===== config.mk =====
export PLATFORM = sky130hd
export DESIGN_NAME = mux_scan_ctrl
export DESIGN_NICKNAME = d
export VERILOG_FILES = /design/src/rtl/mux_scan_ctrl.sv
export SDC_FILE = /design/constraint.sdc
export NUM_CORES = 1
export LEC_CHECK = 0
export CORE_ASPECT_RATIO = 0.9
export CORE_MARGIN = 2
export CORE_UTILIZATION = 45
export DETAILED_ROUTE_END_ITERATION = 10
export HOLD_SLACK_MARGIN = 0.06
export PLACE_DENSITY = 0.69
export SLEW_MARGIN = 20
export SYNTH_ARGS = -nofsm -noshare
export SYNTH_HDL_FRONTEND = slang
export SYNTH_SLANG_ARGS = --single-unit

===== constraint.sdc =====
create_clock -name clk -period 7.1 [get_ports clk]
set_input_delay 2.13 -clock clk [delete_from_list [all_inputs] [get_ports clk]]
set_output_delay 2.13 -clock clk [all_outputs]
set_load 0.02 [all_outputs]

===== src/rtl/mux_scan_ctrl.sv =====
// mux_scan_ctrl: walks a 16:1 mux select across enabled channels, one sample per channel (MUX_SCAN_CONTINUOUS_EN wraps the scan).
// Latency: SETTLE_CYCLES edges from a sel change to out_valid; one edge from handshake to the next sel.
// Backpressure: sample and sel frozen in HOLD until out_valid && out_ready; stop aborts from any busy state.
module mux_scan_ctrl #(
    parameter int INPUT_BIT_LENGTH = 1,
    parameter int SETTLE_CYCLES    = 1
) (
    input  logic                        clk,
    input  logic                        rst_n,
    input  logic                        start,
    input  logic                        stop,
    input  logic [15:0]                 chan_mask,
    output logic [3:0]                  sel,
    input  logic [INPUT_BIT_LENGTH-1:0] mux_z,
    output logic [INPUT_BIT_LENGTH-1:0] out_data,
    output logic [3:0]                  out_chan,
    output logic                        out_valid,
    input  logic                        out_ready,
    output logic                        busy,
    output logic                        done
);

    typedef enum logic [1:0] {S_IDLE, S_SETTLE, S_HOLD} state_t;

    localparam logic [3:0] LP_LAST = 4'(SETTLE_CYCLES - 1);

    state_t                      r_state;
    state_t                      w_state_nxt;
    logic [15:0]                 r_mask;
    logic [3:0]                  r_sel;
    logic [3:0]                  r_cnt;
    logic [INPUT_BIT_LENGTH-1:0] r_out_data;
    logic [3:0]                  r_out_chan;
    logic                        r_out_valid;
    logic                        r_done;

    logic                        w_mask_ld;
    logic                        w_load;
    logic [3:0]                  w_sel_nxt;
    logic                        w_capture;
    logic                        w_release;
    logic                        w_abort;
    logic                        w_done_nxt;
    logic [4:0]                  w_start_hit;
    logic [4:0]                  w_next_hit;
`ifdef MUX_SCAN_CONTINUOUS_EN
    logic [4:0]                  w_wrap_hit;
`endif

    // Returns {found, index} of the lowest set bit of m at or above 'from'.
    function automatic logic [4:0] f_find(input logic [15:0] m, input logic [4:0] from);
        f_find = 5'd0;
        for (int i = 15; i >= 0; i--) begin
            if (m[i] && (5'(i) >= from)) begin
                f_find = {1'b1, 4'(i)};
            end
        end
    endfunction

    assign w_start_hit = f_find(chan_mask, 5'd0);
    assign w_next_hit  = f_find(r_mask, {1'b0, r_sel} + 5'd1);
`ifdef MUX_SCAN_CONTINUOUS_EN
    assign w_wrap_hit  = f_find(r_mask, 5'd0);
`endif

    always_ff @(posedge clk or negedge rst_n) begin
        if (!rst_n) begin
            r_state <= S_IDLE;
        end else begin
            r_state <= w_state_nxt;
        end
    end

    always_comb begin
        w_state_nxt = r_state;
        w_mask_ld   = 1'b0;
        w_load      = 1'b0;
        w_sel_nxt   = r_sel;
        w_capture   = 1'b0;
        w_release   = 1'b0;
        w_abort     = 1'b0;
        w_done_nxt  = 1'b0;
        case (r_state)
            S_IDLE: begin
                if (start) begin
                    w_mask_ld = 1'b1;
                    if (w_start_hit[4]) begin
                        w_load      = 1'b1;
                        w_sel_nxt   = w_start_hit[3:0];
                        w_state_nxt = S_SETTLE;
                    end else begin
                        w_done_nxt = 1'b1;
                    end
                end
            end
            S_SETTLE: begin
                if (stop) begin
                    w_abort     = 1'b1;
                    w_state_nxt = S_IDLE;
                end else if (r_cnt == LP_LAST) begin
                    w_capture   = 1'b1;
                    w_state_nxt = S_HOLD;
                end
            end
            S_HOLD: begin
                if (stop) begin
                    w_abort     = 1'b1;
                    w_state_nxt = S_IDLE;
                end else if (out_ready) begin
                    w_release = 1'b1;
                    if (w_next_hit[4]) begin
                        w_load      = 1'b1;
                        w_sel_nxt   = w_next_hit[3:0];
                        w_state_nxt = S_SETTLE;
                    end else begin
`ifdef MUX_SCAN_CONTINUOUS_EN
                        if (w_wrap_hit[4]) begin
                            w_load      = 1'b1;
                            w_sel_nxt   = w_wrap_hit[3:0];
                            w_state_nxt = S_SETTLE;
                        end else begin
                            w_state_nxt = S_IDLE;
                            w_done_nxt  = 1'b1;
                        end
`else
                        w_state_nxt = S_IDLE;
                        w_done_nxt  = 1'b1;
`endif
                    end
                end
            end
            default: w_state_nxt = S_IDLE;
        endcase
    end

    always_comb begin
        busy = (r_state != S_IDLE);
    end

    // sel only moves on SETTLE entry, so the mux sees one clean transition per channel.
    always_ff @(posedge clk or negedge rst_n) begin
        if (!rst_n) begin
            r_mask      <= 16'd0;
            r_sel       <= 4'd0;
            r_cnt       <= 4'd0;
            r_out_data  <= '0;
            r_out_chan  <= 4'd0;
            r_out_valid <= 1'b0;
            r_done      <= 1'b0;
        end else begin
            r_done <= w_done_nxt;
            if (w_mask_ld) begin
                r_mask <= chan_mask;
            end
            if (w_load) begin
                r_sel <= w_sel_nxt;
                r_cnt <= 4'd0;
            end else if ((r_state == S_SETTLE) && !w_capture) begin
                r_cnt <= r_cnt + 4'd1;
            end
            if (w_capture) begin
                r_out_data  <= mux_z;
                r_out_chan  <= r_sel;
                r_out_valid <= 1'b1;
            end else if (w_abort || w_release) begin
                r_out_valid <= 1'b0;
            end
        end
    end

    assign sel       = r_sel;
    assign out_data  = r_out_data;
    assign out_chan  = r_out_chan;
    assign out_valid = r_out_valid;
    assign done      = r_done;

endmodule


**Yosys cells after proc, flatten, opt, wreduce, memory -nomap -nowiden**

Cells that the tools add are included.

- Add/subtract/negate cells: 2
- Magnitude comparators: 16
- Eq/ne operators: 9
- Muxes and demuxes: 72
- Reduce and logical (&&, ||, !) cells: 28

Operators with widths:

| operator | count |
|---|---|
| $mux 5 | 32 |
| $ge 4x5->1 const A | 8 |
| $mux 4 | 7 |
| $mux 1 | 23 |
| $ge 3x5->1 const A | 4 |
| $logic_and 1x1->1 | 17 |
| $mux 2 | 6 |
| $ge 1x5->1 const A | 2 |
| $ge 2x5->1 const A | 2 |
| $ne 2x2->1 const B | 5 |
| $pmux 4 s2 | 1 |
| $reduce_bool 2->1 | 4 |
| $reduce_and 7->1 | 1 |
| $ne 3x3->1 const B | 2 |
| $pmux 2 s3 | 1 |
| $add 4x1->5 const B | 1 |
| $add 4x1->4 const B | 1 |
| $logic_not 4->1 | 1 |
| $pmux 1 s2 | 2 |
| $reduce_and 4->1 | 1 |
| $eq 2x1->1 const B | 1 |
| $eq 2x2->1 const B | 1 |
| $logic_not 2->1 | 1 |
| $reduce_or 2->1 | 1 |
| 2 further kinds | 2 |

- Flip-flop bits (word level): 33
- Bits of input ports: 22
- Output and inout bits: 12
- Word-level logic and storage cells: 135

**Longest topological paths before layout**

Gate-level depths: netlist of the first run.

- Depth after elaboration: 24
- Mapped depth: 10

**Worst setup path before layout of the first run**

OpenSTA, ideal clock, no wires.

- Path kind: input port to flip-flop
- Start: input port chan_mask[7]
- End: register r_sel[1] (netlist: sel[1])
- Setup time: 0.128 ns
- Arrival: 3.697 ns
- Setup slack: 3.276 ns
- Stages: 6
- Path buffers: 0
- Cell sequence: or4_1 -> nor4b_1 -> nand4_1 -> nand2_1 -> a2bb2oi_4 -> mux2_1

- Cells in the longest elaborated chain, start to end: 12
- Elaborated cells between the ends (all ways): 16

Ends and longest elaborated chain:

| element | line | text |
|---|---|---|
| from (decl) | 12 | `input logic [15:0] chan_mask,` |
| $mux 5 (*) (8 in a row) | 54 | `if (m[i] && (5'(i) >= from)) begin` |
| $mux 1 | 87 | `if (w_start_hit[4]) begin` |
| $mux 1 | 85 | `if (start) begin` |
| $pmux 1 s2 | 83 | `case (r_state)` |
| $reduce_and 7->1 (no line) | - |  |
| to (signal assigned) | 156 | `r_sel <= w_sel_nxt;` |
| to (decl) | 30 | `logic [3:0] r_sel;` |

Every way passes the cells marked *; elsewhere a longest branch is shown, timed or not. The select of a mux whose other input is x is not followed.
A chain may end at the register's enable or synchronous reset.

**Worst setup path in the final report of the first run**

Ends and elaborated chain as after synthesis.

==> results of run 1 <==
critical path, cell delays in order:
cell and delay, ns:
clkdlybuf4s50_1 0.47, or4_1 0.58, nor4b_1 0.40, nand4_1 0.24, nand2_1 0.20, a2bb2oi_4 0.10, mux2_1 0.33
registers in the layout (all words and copies together) (netlist names):
register / cells
r_state: 2
out_chan: 4
sel: 4
done: 1
out_valid: 1
r_cnt: 4
out_data: 1
r_mask: 16
synthesized netlist by cell type (2+ instances only):
library cell	n
dfrtp_1	33
nand2_1	28
inv_1	20
nor2_1	17
mux2_2	15
a21oi_1	12
ha_1	9
o21ai_0	9
nand3_1	7
buf_6	6
o31ai_1	6
a211oi_1	5
nor2b_1	5
a21o_1	4
a31oi_1	4
clkbuf_1	4
mux2i_1	4
nor4_1	4
o211ai_1	4
a21oi_2	3
a22oi_1	3
nor3_1	3
o21ai_1	3
o21ai_2	3
a21boi_0	2
and3_1	2
mux2_4	2
nand2b_1	2
nand4_1	2
nor4bb_1	2
o21a_1	2
o22ai_1	2
o311ai_1	2
or2_2	2
xnor2_1	2
xnor2_2	2
worst max-delay path by stage:
stage	cells past startpoint	endpoint	start
floorplan	6	sel[1]	chan_mask[7]
global placement	7	sel[1]	chan_mask[7]
detailed placement	7	sel[1]	chan_mask[7]
CTS	7	sel[1]	chan_mask[7]
global route	7	sel[1]	chan_mask[7]
finish	7	sel[1]	chan_mask[7]
power by group through the flow:
stage               registers [mW]  logic, mW  clock network [mW]
finish                       0.365      0.648               0.138
CTS                          0.363      0.644               0.141
global route                 0.379      0.713               0.149
global placement             0.365      0.632                   0
floorplan                    0.350      0.499                   0
detailed placement           0.365      0.643                   0
area by class of cell:
cell class              count  share of cell area [%]
multi-input cells         202                    51.8
clock inverters             2                   0.343
well taps                  67                    2.88
flip-flops and latches     33                    28.3
clock buffers               6                    2.49
repair buffers             34                    11.6
inverters                  20                    2.58
metrics by stage:
stage / hold slack, ns / instances
6_report: 0.487 / 364
2_1_floorplan: 0.444 / 267
3_3_place_gp: 0.460 / 356
4_1_cts: 0.489 / 364
5_1_grt: 0.529 / 364
3_5_place_dp: 0.472 / 356
logic make-up (layout without fill, tap and decap cells):
family / Yosys count / in the layout / share of synthesized area (%)
muxes: 22 / 22 / 9.99
xor gates and xnor gates: 5 / 5 / 2.35
AOI/OAI and AO/OA: 81 / 81 / 25.4
buffers and inverters: 32 / 62 / 6.79
and+or+nand+nor: 85 / 85 / 18.0
adders and majority gates: 9 / 9 / 4.49
DFF: 33 / 33 / 33.0
layer usage:
| layer | GRT usage (%) | vias to the layer above | wire [µm] |
|---|---|---|---|
| met5 | 0 | - | 0 |
| met4 | 8.01 | 0 | 73 |
| met3 | 4.20 | 6 | 417 |
| met2 | 29.5 | 74 | 2490 |
| met1 | 31.8 | 1023 | 2870 |
| li1 | - | 1038 | - |
==> metrics.cfg, run 1 <==
[sta]
worst_pin_slew_ns=0.774
finalMaxSlewViolations=0
setup_tns_ns=0
setup_slack_ns=2.82
final_hold_viol_count=0
fin_crit_sh_pct=60.3
fin_worst_skew_ns=0.00746
max_slew_margin_pct=48.4
max_freq_mhz=234
final_period_minus_worst_setup_slack_ns=4.28
rsz0062_at_grt=no
setup_violations=0

[synthesis]
yosys.area.top_type=dfrtp_1
synth_fp_nets=298
ys_top_cells_by_area=dfrtp_1 (33%), mux2_2 (6.7%), ha_1 (4.5%)
synth_warnings=0
synthArstFlopShare_pct=100
synthCells=267
synth_edf_count=0
syn-cell-area_um2=2510
avgSynthCellArea_um2=9.39
synth-main-ff-cell=dfrtp_1
synth.top_cell.area_share_pct=33.0
ys_seq_area_share_pct=33.0
synth.distinct_cells=68
synth_seq_cells=33

[min_path]
hold_end=r_mask[13]
hold_depth=2
min_path_type=flop to flop
hp-start=r_mask[13]

[worst_setup_path]
reg2reg_from=sel[0]
r2r_slack_ns=3.81
critPathKind=input port to flop
reg2reg_depth=8
cp.arrival_ns=4.45
crit_required_ns=7.27
start_kind=input port
path_max_fanout=5
r2r-end=sel[1]
end_kind=flop

[die]
die-area_um2=6180
rows=25
core_area_um2=5320
die_h_um=74.8
pin_count=34
fp.dieW_um=82.7
start_util_pct=47.1

[pwr]
p_switching_uw=528
ir_drop_mv=0.220
power_frac_comb_pct=56.3
p_sw_share_pct=45.8
leakagePower_nw=1.20
report.power.total_mw=1.15
power_density_nw_per_um2=395
internal_power_uw=624
seqPwrFrac_pct=31.7
p_clk_share_pct=12.0

[layout]
nFillCells=503
fin_area_um2=2920
drive_above_1_share_pct=16.5
regArea_um2=826
layout.nets=327
areaGrowthSynthToFinish_pct=16.3
layout_common_cells=dfrtp_1 (33), clkdlybuf4s50_1 (33), nand2_1 (28)
antenna_cells=0
final_util_pct=54.8
multi_input_area_um2=1510

[cts]
htree_levels=2
clk_pin_slew_ns=0.07
postCtsSetupBuffers=0
cts_buffers=5
cts_resized=0
ctsHoldBuffers=0
cts_tree=yes
clock_sinks=33
root_buffer=clkbuf_8
clk_latency_ns=0.29
clockBufferDepth=2

[route]
post-route-drc-count=0
vias=2141
wirelength_um=5840
drt.antenna.violating_nets=0
drtIter0Drc=146
drt-vias-per-instance=5.88
dr.pass1.iters=4
wl_per_cell_um=16.0

[place]
place_area_um2=2830
io_buffers=33
hpwl_um=4370
finalWeightedCongestion=0.882
dp_slack_ns=2.56

[flow_run]
maxCapViolCount=0

[outcome]
status=complete, no violations

[global_route]
grt_overflow=0
grt_pass1_wl_um=9730
track_usage_pct=21.0
grt_max_degree=34
grt_pass1_vias=1958
antenna_found_initial=0

(Power assumes the default switching activity.)
==> inputs of run 2 (changes only) <==
- PLACE_DENSITY: 0.69 -> 0.72
- clock period: 7.1 -> 3.8 ns (I/O delays scaled with it)
==> run 2 against run 1 <==
Effect of this change: critical path depth stayed put; clock power is 89% higher; power is 87% higher; critical path type unchanged; global-route usage is 0.78 points lower; flip-flop and latch count stayed put.
==> metrics.cfg, run 2 (synthesis gave the netlist of run 1 again) <==
[outcome]
status=complete, no violations

[layout]
areaGrowthSynthToFinish_pct=17.1
fin_area_um2=2930  ; +0.64%
largest_reg_flops=16  ; unchanged
layout_common_cells=dfrtp_1 (33), clkdlybuf4s50_1 (33), nand2_1 (28)
antenna_cells=0  ; unchanged
nFillCells=510  ; +1.4%
regMostFlops=r_mask
layout.nets=329  ; +0.61%
drive_above_1_share_pct=17.4  ; +0.89 points
final_util_pct=55.2  ; +0.35 points
finalNonFillerCells=366  ; +0.55%

[pwr]
ir_drop_mv=0.363  ; +65%
leakagePower_nw=1.21  ; +0.78%
power_density_nw_per_um2=734  ; +86%

[flow_run]
maxCapViolCount=0  ; unchanged

[worst_setup_path]
path_max_fanout=5  ; unchanged
cp_slowest_cell=or4_1
crit_chain=clkdlybuf4s50_1 -> or4_1 -> nor4b_1 -> nand4_1 -> nand2_1 -> a2bb2oi_4 -> mux2_1
end_kind=flop
crit_required_ns=3.97  ; -3.30 ns
cp.arrival_ns=3.37  ; -1.08 ns
worst_path_largest_cell_delay_ns=0.57  ; about the same
start_kind=input port
cp_top_family=simple AND/OR/NAND/NOR gates
critPathKind=input port to flop
critPathBufInv=1  ; unchanged

[route]
drtIter0Drc=169  ; +16%
wirelength_um=5730  ; -2.0%
post-route-drc-count=0  ; unchanged
drt.antenna.violating_nets=0  ; unchanged
wl_per_cell_um=15.7  ; -2.5%
dr.pass1.iters=4  ; unchanged
drt-vias-per-instance=5.97  ; +1.5%
vias=2184  ; +2.0%

[sta]
rsz0062_at_grt=no
final_period_minus_worst_setup_slack_ns=3.20
final_hold_viol_count=0  ; unchanged
max_slew_margin_pct=50.4  ; +1.9 points
finalMaxSlewViolations=0  ; unchanged
hold_ws_ns=0.476  ; -0.0115 ns
worst_pin_slew_ns=0.744  ; -0.0292 ns
setup_violations=0  ; unchanged
fin_crit_sh_pct=84.3
max_freq_mhz=312
fin_worst_skew_ns=0.00235  ; -0.00512 ns
setup_tns_ns=0  ; unchanged

[place]
io_buffers=33  ; unchanged
dp_cells=358  ; +0.56%
hpwl_um=4400  ; +0.80%
place_area_um2=2850  ; +0.53%
finalWeightedCongestion=0.907  ; +2.8%

[die]
die_h_um=74.8  ; unchanged
pin_count=34  ; unchanged
fp.dieW_um=82.7  ; unchanged
core_area_um2=5320  ; unchanged
die-area_um2=6180  ; unchanged
rows=25  ; unchanged
start_util_pct=47.1  ; unchanged

[cts]
clockBufferDepth=2  ; unchanged
postCtsSetupBuffers=0  ; unchanged
cts_resized=0  ; unchanged
cts_buffers=5  ; unchanged
clock_sinks=33  ; unchanged
cts_tree=yes
htree_levels=2  ; unchanged
clk_latency_ns=0.28  ; about the same
clk_pin_slew_ns=0.07  ; about the same
ctsHoldBuffers=0  ; unchanged
root_buffer=clkbuf_8

[global_route]
grt_max_degree=34  ; unchanged
grt_overflow=0  ; unchanged
grt_pass1_vias=1879  ; -4.0%
antenna_found_initial=0  ; unchanged
grt_pass1_wl_um=9480  ; -2.6%
track_usage_pct=20.2  ; -0.78 points

[min_path]
min_path_type=flop to flop

## run 2: cell types whose count changed in the layout (fill, tap and decap cells not counted), sizes merged
cell,before,now
clkinvlp,0,1
buf,1,3
clkbuf,6,5
## run 2: worst reg2reg max path, cell delays in order, from the launching register on
cell       delay (ns)
dfrtp_1          0.52
inv_1            0.10
ha_1             0.66
inv_1            0.13
a311o_1          0.38
a21oi_2          0.27
nor4_4           0.09
a31oi_2          0.29
a2bb2oi_4        0.23
mux2_1           0.34
## run 2: layout make-up
| type | count | area [µm²] | share of cell area (%) |
|---|---|---|---|
| clock buffer | 5 | 68.8 | 2.35 |
| clock inverter | 3 | 17.5 | 0.597 |
| inverter | 20 | 75.1 | 2.56 |
| multi-input combinational | 202 | 1510 | 51.5 |
| sequential | 33 | 826 | 28.1 |
| tap | 67 | 83.8 | 2.86 |
| timing repair buffer | 36 | 353 | 12.0 |
## run 2: path summary, 6_finish.rpt
| path | from | endpoint | slack [ns] | cells past startpoint |
|---|---|---|---|---|
| max | chan_mask[7] | sel[1] | 0.60 | 7 |
| min | out_chan[3] | out_chan[3] | 0.48 | 2 |
| max reg2reg | sel[1] | sel[1] | 0.67 | 9 |
| min reg2reg | out_chan[3] | out_chan[3] | 0.48 | 2 |
| max in group asynchronous | rst_n | sel[2] | 2.24 | 2 |
| min in group asynchronous | rst_n | r_mask[8] | 1.25 | 2 |
## run 2: metal layers
layer	track usage, %	share of wire [%]	up-vias
met5	0	0	-
met3	3.60	6.5	6
li1	-	-	1049
met1	30.6	48	1049
met2	29.5	44	80
met4	6.01	1.4	0
## run 2: metrics by stage
| stage | setup WS, ns | power [mW] |
|---|---|---|
| CTS | 0.614 | 2.15 |
| global placement | 0.329 | 1.87 |
| global route | 0.502 | 2.32 |
| finish | 0.597 | 2.15 |
| floorplan | 0.966 | 1.59 |
| detailed placement | 0.303 | 1.89 |
## run 2: power breakdown
part / total (mW) / leakage (nW) / switching (mW) / internal (mW)
Clock: 0.261 / 0.0439 / 0.135 / 0.126
Sequential: 0.666 / 0.413 / 0.168 / 0.497
Combinational: 1.23 / 0.751 / 0.678 / 0.548
